### config.mk
export PLATFORM = sky130hd
export DESIGN_NAME = lvds_tx_training_flat
export DESIGN_NICKNAME = d
export VERILOG_FILES = /design/src/rtl/lvds_tx_if.sv /design/src/rtl/lvds_tx_training.sv /design/src/flat_wrapper.sv
export SDC_FILE = /design/constraint.sdc
export NUM_CORES = 1
export LEC_CHECK = 0
export ABC_CLOCK_PERIOD_IN_PS = 3590
export CAP_MARGIN = 25
export CORE_MARGIN = 10
export CORE_UTILIZATION = 47
export CTS_BUF_LIST = sky130_fd_sc_hd__clkbuf_4 sky130_fd_sc_hd__clkbuf_8 sky130_fd_sc_hd__clkbuf_16
export DETAILED_ROUTE_END_ITERATION = 12
export PLACE_DENSITY_LB_ADDON = 0.2
export SETUP_SLACK_MARGIN = 0.02
export SYNTH_ARGS = -nofsm -noshare
export SYNTH_HDL_FRONTEND = slang
export SYNTH_SLANG_ARGS = --single-unit
### constraint.sdc
create_clock -name clk -period 3.59 [get_ports clk]
set_input_delay 0.5385 -clock clk [delete_from_list [all_inputs] [get_ports clk]]
set_output_delay 0.5385 -clock clk [all_outputs]
set_load 0.05 [all_outputs]
### src/rtl/lvds_tx_if.sv
// Payload handshake into the LVDS transmit framer: the source drives data and valid, and the framer returns ready.
interface lvds_tx_if #(
  parameter int DATA_WIDTH = 10
);
  logic [DATA_WIDTH-1:0] s_data;
  logic                  s_valid;
  logic                  s_ready;

  modport master (output s_data, output s_valid, input s_ready);
  modport slave  (input s_data, input s_valid, output s_ready);
endinterface

### src/rtl/lvds_tx_training.sv
// LVDS transmit word framer: training pattern until the far end aligns, then a hold-off, then payload with idle fill.
// One registered word per clk; payload accepted at edge n appears on data_out right after edge n.
module lvds_tx_training #(
  parameter int DATA_WIDTH      = 10,
  parameter int MIN_TRAIN_WORDS = 64,
  parameter int HOLD_WORDS      = 4,
  parameter int TIMEOUT_WORDS   = 1024
) (
  input  logic                  clk,
  input  logic                  rst,
  input  logic [DATA_WIDTH-1:0] pattern,
  input  logic                  rx_align_done,
  input  logic                  train_req,
  lvds_tx_if.slave              s,
  output logic [DATA_WIDTH-1:0] data_out,
  output logic                  training,
  output logic                  link_up,
  output logic                  train_fail
);

  localparam int CW = $clog2(TIMEOUT_WORDS + 1);

  localparam logic [1:0] ST_TRAIN = 2'd0;
  localparam logic [1:0] ST_HOLD  = 2'd1;
  localparam logic [1:0] ST_DATA  = 2'd2;

  localparam logic [CW-1:0] MIN_LAST  = CW'(MIN_TRAIN_WORDS - 1);
  localparam logic [CW-1:0] HOLD_LAST = CW'(HOLD_WORDS - 1);
  localparam logic [CW-1:0] TO_LAST   = CW'(TIMEOUT_WORDS - 1);

  logic [1:0]    state;
  logic [CW-1:0] cnt;
  logic          accept;

  // Status and ready are pure decodes of the state register.
  assign s.s_ready = (state == ST_DATA);
  assign link_up   = (state == ST_DATA);
  assign training  = (state == ST_TRAIN) || (state == ST_HOLD);
  assign accept    = (state == ST_DATA) && s.s_valid;

  always_ff @(posedge clk) begin
    if (rst) begin
      state      <= ST_TRAIN;
      cnt        <= '0;
      data_out   <= '0;
      train_fail <= 1'b0;
    end else begin
      train_fail <= 1'b0;
      case (state)
        ST_TRAIN: begin
          data_out <= pattern;
          // Alignment wins over timeout; a retrain request just restarts the pass.
          if (train_req) begin
            cnt <= '0;
          end else if (cnt >= MIN_LAST && rx_align_done) begin
            state <= ST_HOLD;
            cnt   <= '0;
          end else if (cnt == TO_LAST) begin
            train_fail <= 1'b1;
            cnt        <= '0;
          end else begin
            cnt <= cnt + 1'b1;
          end
        end
        ST_HOLD: begin
          data_out <= pattern;
          if (train_req || !rx_align_done) begin
            state <= ST_TRAIN;
            cnt   <= '0;
          end else if (cnt == HOLD_LAST) begin
            state <= ST_DATA;
            cnt   <= '0;
          end else begin
            cnt <= cnt + 1'b1;
          end
        end
        ST_DATA: begin
          // A word handshaken on the exit edge is still transmitted.
          data_out <= accept ? s.s_data : pattern;
          cnt      <= '0;
          if (train_req || !rx_align_done) begin
            state <= ST_TRAIN;
          end
        end
        default: begin
          state    <= ST_TRAIN;
          cnt      <= '0;
          data_out <= pattern;
        end
      endcase
    end
  end

endmodule

### src/flat_wrapper.sv
// flat-port wrapper written by rule: the top's interface ports become plain ports
module lvds_tx_training_flat 
#(
  parameter int DATA_WIDTH      = 10,
  parameter int MIN_TRAIN_WORDS = 64,
  parameter int HOLD_WORDS      = 4,
  parameter int TIMEOUT_WORDS   = 1024
)
  (clk, rst, pattern, rx_align_done, train_req, data_out, training, link_up, train_fail, s_s_data, s_s_valid, s_s_ready);
  lvds_tx_if #(.DATA_WIDTH(DATA_WIDTH)) s_i ();
  input  logic clk;
  input  logic rst;
  input  logic [DATA_WIDTH-1:0] pattern;
  input  logic rx_align_done;
  input  logic train_req;
  output logic [DATA_WIDTH-1:0] data_out;
  output logic training;
  output logic link_up;
  output logic train_fail;
  input wire logic [$bits(s_i.s_data)-1:0] s_s_data;
  input wire logic [$bits(s_i.s_valid)-1:0] s_s_valid;
  output wire logic [$bits(s_i.s_ready)-1:0] s_s_ready;
  assign s_i.s_data = s_s_data;
  assign s_i.s_valid = s_s_valid;
  assign s_s_ready = s_i.s_ready;
  lvds_tx_training #(.DATA_WIDTH(DATA_WIDTH), .MIN_TRAIN_WORDS(MIN_TRAIN_WORDS), .HOLD_WORDS(HOLD_WORDS), .TIMEOUT_WORDS(TIMEOUT_WORDS)) u_core (.clk(clk), .rst(rst), .pattern(pattern), .rx_align_done(rx_align_done), .train_req(train_req), .s(s_i), .data_out(data_out), .training(training), .link_up(link_up), .train_fail(train_fail));
endmodule
* Word-level counts from Yosys, hierarchy flattened
Cells that the tools add are included.
** Storage, ports and cells
- Flip-flop bits (word level) :: 24
- Input port bits :: 25
- Logic and storage cells :: 38
- Output and inout bits :: 14
** Operators by class
- Equality and inequality tests :: 8
- Bitwise gates (word level) :: 1
- Add/subtract/negate cells :: 1
- Reduce and logical (&&, ||, !) cells :: 8
- Muxes and demuxes :: 15
- Order comparisons :: 1
** Operators with widths (number)
- 2-to-1 mux 11 bit :: 5
- one-hot mux 11 bit (2 select lines) :: 1
- 2-to-1 mux 10 bit :: 2
- adder 11 x 1 -> 11 bit (second input constant) :: 1
- == test 11 x 10 -> 1 bit (second input constant) :: 1
- == test 11 x 2 -> 1 bit (second input constant) :: 1
- greater-or-equal comparator 11 x 6 -> 1 bit (second input constant) :: 1
- 2-to-1 mux 2 bit :: 5
- one-hot mux 2 bit (3 select lines) :: 1
- inequality test 2 bit (second input constant) :: 2
- AND reduction 4 bit :: 1
- OR reduction 4 bit :: 1
- inequality test 3 bit (second input constant) :: 1
- == test 2 x 1 -> 1 bit (second input constant) :: 1
- == test 2 bit (second input constant) :: 1
- logical AND 1 bit :: 2
- logical NOT 2 bit :: 1
- logical OR 1 bit :: 2
- inequality test 2 x 1 -> 1 bit (second input constant) :: 1
- logical NOT 1 bit :: 1
- 2-to-1 mux 1 bit :: 1
- inverter 1 bit :: 1

* Logic depth before layout (Yosys ltp)
- Depth after elaboration :: 5
- Gate-level depth with buffers :: 6
- Gate-level depth less buffers :: 5

* Worst setup path before layout
Ideal clock, no wire load.
- Path kind :: register to output
- Start :: register u_core.state[1]
- End :: output s_s_ready
- Cell stages (with the launch flop) :: 4
- Buffers on the path :: 2
- Setup slack :: 1429 ps
- Data required time :: 3052 ps
- Data arrival time :: 1622 ps
- Path through :: dfxtp_1 > nor2b_1 > clkbuf_1 > buf_4
** On the way
- Cells in the longest elaborated chain, start to end :: 1
** Ends and longest elaborated chain
- start, declared :: RTL line lvds_tx_training.sv:31 : logic [1:0] state;
- start signal, assigned :: RTL line lvds_tx_training.sv:43 : state <= ST_TRAIN;
- start signal, assigned :: RTL line lvds_tx_training.sv:56 : state <= ST_HOLD;
- start signal, assigned :: RTL line lvds_tx_training.sv:68 : state <= ST_TRAIN;
- == test 2 bit
- end, declared :: RTL line flat_wrapper.sv:22 : output wire logic [$bits(s_i.s_ready)-1:0] s_s_ready;
No other way between the ends.

* Final worst setup path
- Start :: register u_core.state[1]
- End :: output link_up
** On the way
- Cells in the longest elaborated chain, start to end :: 1
** Ends and longest elaborated chain
- == test 2 bit :: RTL line lvds_tx_training.sv:37 : assign link_up = (state == ST_DATA);
- end, declared :: RTL line flat_wrapper.sv:18 : output logic link_up;
No other way between the ends.

==> reports/results.txt <==
maximum clock path buffer count: 2
number of buffers inserted during clock tree synthesis: 3
DRC violations left: 0
via count normalized by instance count: 5.53
number of filler instances in the final layout: 189
Fin Hold WS: 0.502 ns
insertion delay to the later sink of the worst-skew pair: 0.31 ns
vias post-DR: 1040
overall die height: 68.2 um
cell at the slowest stage of the critical path: clkdlybuf4s50_1
fmax: 393 MHz
post-CTS clock slew at the launch and capture registers of the worst setup and hold paths: 0.14 ns
die boundary width: 68.2 um
RePlAce Congestion: 0.764
Pre-antenna DRT Iters: 4
adder-cell share of the synthesized area: 1.14%
setup bufs post-CTS: 0
kind of launch point of the worst setup path: flop
ratio of cells with drive above 1 in the final layout: 8.75%
1st-iter DRT viols: 59
floorplan die area: 4660 um2
fraction of the yosys area taken by sequential cells: 43.9%
number of primary I/O pins: 39
clk sinks: 24
area of the core: 2210 um2
most common library cell in the layout ignoring fill and taps: clkdlybuf4s50_1
synthesized area per cell: 8.89 um2
largest net degree at the start of global routing: 16
Storage cell area: 480 um2
setup total negative slack: 0 ns
detailed-route wire length per cell: 16.1 um
global-route wire length before repair: 4830 um
via count of the first global-routing pass: 1048
remaining antenna violation count after routing: 0
leading cell types in the layout, fill and taps excluded: clkdlybuf4s50_1 (38), dfxtp_1 (24), a21oi_1 (18)
Total Nets Final: 187
worst max-slew margin expressed relative to the limit: 59.8%
worst min-delay path class: flop to flop
dominant combinational cell family by area after synthesis: simple AND/OR/NAND/NOR gates
largest cells by area after synthesis: dfxtp_1 (44%), a21oi_1 (8.2%), nand3_1 (6.9%)
delay of the slowest cell on the worst path: 0.83 ns
endpoints failing hold: 0
number of H-tree levels: 1
initial antenna violation count: 0
fraction of synthesized cell area in xor and xnor cells: 7.21%
Resized cells post-CTS: 0
most used flip-flop cell after synthesis: dfxtp_1
Pwr per Cell Area: 363 nW/um2
number of enable flip-flop cells after synthesis: 0
RSZ-0062 raised after global routing: no
type of the worst setup path: flop to primary output
max-cap violations: 0
actual transition at the worst max-transition pin: 0.598 ns
count of buffers inserted at the top-level ports: 38
number of nets produced by synthesis: 149
complex-gate fraction of the synthesized area: 15.6%
Clock Tree Root: clkbuf_4
required time reported for the critical path endpoint: 3.05 ns
CP Data Arrival Time: 2.00 ns
Worst VDD drop: 0.262 mV
final cell area excluding filler cells: 1540 um2
area used by multi-input combinational logic: 564 um2
number of setup violations in the final report: 0
Post-Syn Area: 1090 um2
Unique masters post-synth: 35
Setup crit end kind: primary output
HPWL after detailed placement: 2360 um
proportion of netlist area held by the largest area contributor: 43.9%
proportion of register bits with asynchronous set or reset after synthesis: 0%
cell area after placement: 1480 um2
multiplexer fraction of the synthesized cell area: 0%
Synth area leader: dfxtp_1
post-synthesis sequential element count: 24
Post-Syn Instances: 123
Final Slew Violations: 0
Leakage Power: 0.544 nW
total detailed-routing wirelength: 3030 um
run status: finished clean
setup clock skew after layout: 0.00721 ns
cells along the critical path: nor2b_1 -> buf_4 -> clkdlybuf4s50_1
total global routing track utilization: 13.1%
TritonCTS clock tree: done
count of yosys warnings during synthesis: 0
Final Cycle Share: 70.8%
grt ovf: 0
Cell Rows: 17
synth-to-layout area growth: 40.4%
peak fanout along the critical path: 13
fraction of the mapped netlist area in simple logic gates: 27.7%
number of antenna diodes: 0
number of buffers added to fix hold violations after cts: 0
initial cell density of the core: 49.4%
time the final worst path needs with I/O delays and setup: 2.54 ns
## metal layers
layer / wire [um] / global-route usage, %
met1: 1120 / 14.6
met2: 1670 / 24.0
met3: 216 / 3.26
met4: 20 / 3.77
met5: 0 / 0
## state kept, by name, summed over array words and instances (netlist names)
register           flops
u_core.train_fail      1
u_core.data_out       10
u_core.cnt            11
u_core.state           2
## report_power, final
group | leakage [nW] | internal [mW] | switching (mW)
combinational | 0.319 | 0.0394 | 0.0433
clock | 0.0279 | 0.113 | 0.0829
sequential | 0.196 | 0.275 | 0.00415
## cell type report
type | count | share of cell area, %
Multi-Input combinational cell | 89 | 36.8
Sequential cell | 24 | 31.3
Timing Repair Buffer | 39 | 25.3
Tap cell | 28 | 2.28
Clock inverter | 1 | 1.96
Clock buffer | 3 | 1.47
Inverter | 4 | 0.978
## cell usage after synthesis, types with 2 or more instances
master and n:
dfxtp_1 24, a21oi_1 18, nand2_1 15, nand3_1 15, nand4_1 5, xnor2_1 5, inv_1 4, xor2_1 4
buf_4 3, clkbuf_1 3, nor3_1 2, nor4_1 2
## per-stage QoR
step | cells | setup WS, ns | utilization, % | total power, mW
4_1_cts | 188 | 1.05 | 69.4 | 0.562
3_3_place_gp | 184 | 1.20 | 67.0 | 0.365
2_1_floorplan | 123 | 1.43 | - | 0.324
6_report | 188 | 1.05 | 69.4 | 0.557
5_1_grt | 188 | 0.918 | 69.4 | 0.577
3_5_place_dp | 184 | 1.18 | 67.0 | 0.367
## final timing paths
path | depth (start not counted) | slack, ns | startpoint | end
setup / recovery | 3 | 1.05 | u_core.state[1] | link_up
hold / removal | 1 | 0.50 | u_core.cnt[0] | u_core.cnt[0]
setup reg to reg | 5 | 1.77 | u_core.cnt[0] | u_core.cnt[7]
hold reg to reg | 1 | 0.50 | u_core.cnt[0] | u_core.cnt[0]
## logic make-up after synthesis
kind of cell,after synthesis
AND/OR/NAND/NOR,53
XOR/XNOR,9
adder cells (fa/ha/maj),1
buffers and inverters,10
flip-flops,24
AO/OA/AOI/OAI,26
## worst max-delay path: cells and delay by family, from the launching register on
kind	cells	cell delay, ns
and+or+nand+nor	1	0.17
DFF	1	0.50
buffers and inverters	2	1.02
Power figures use the tool's default switching activity.
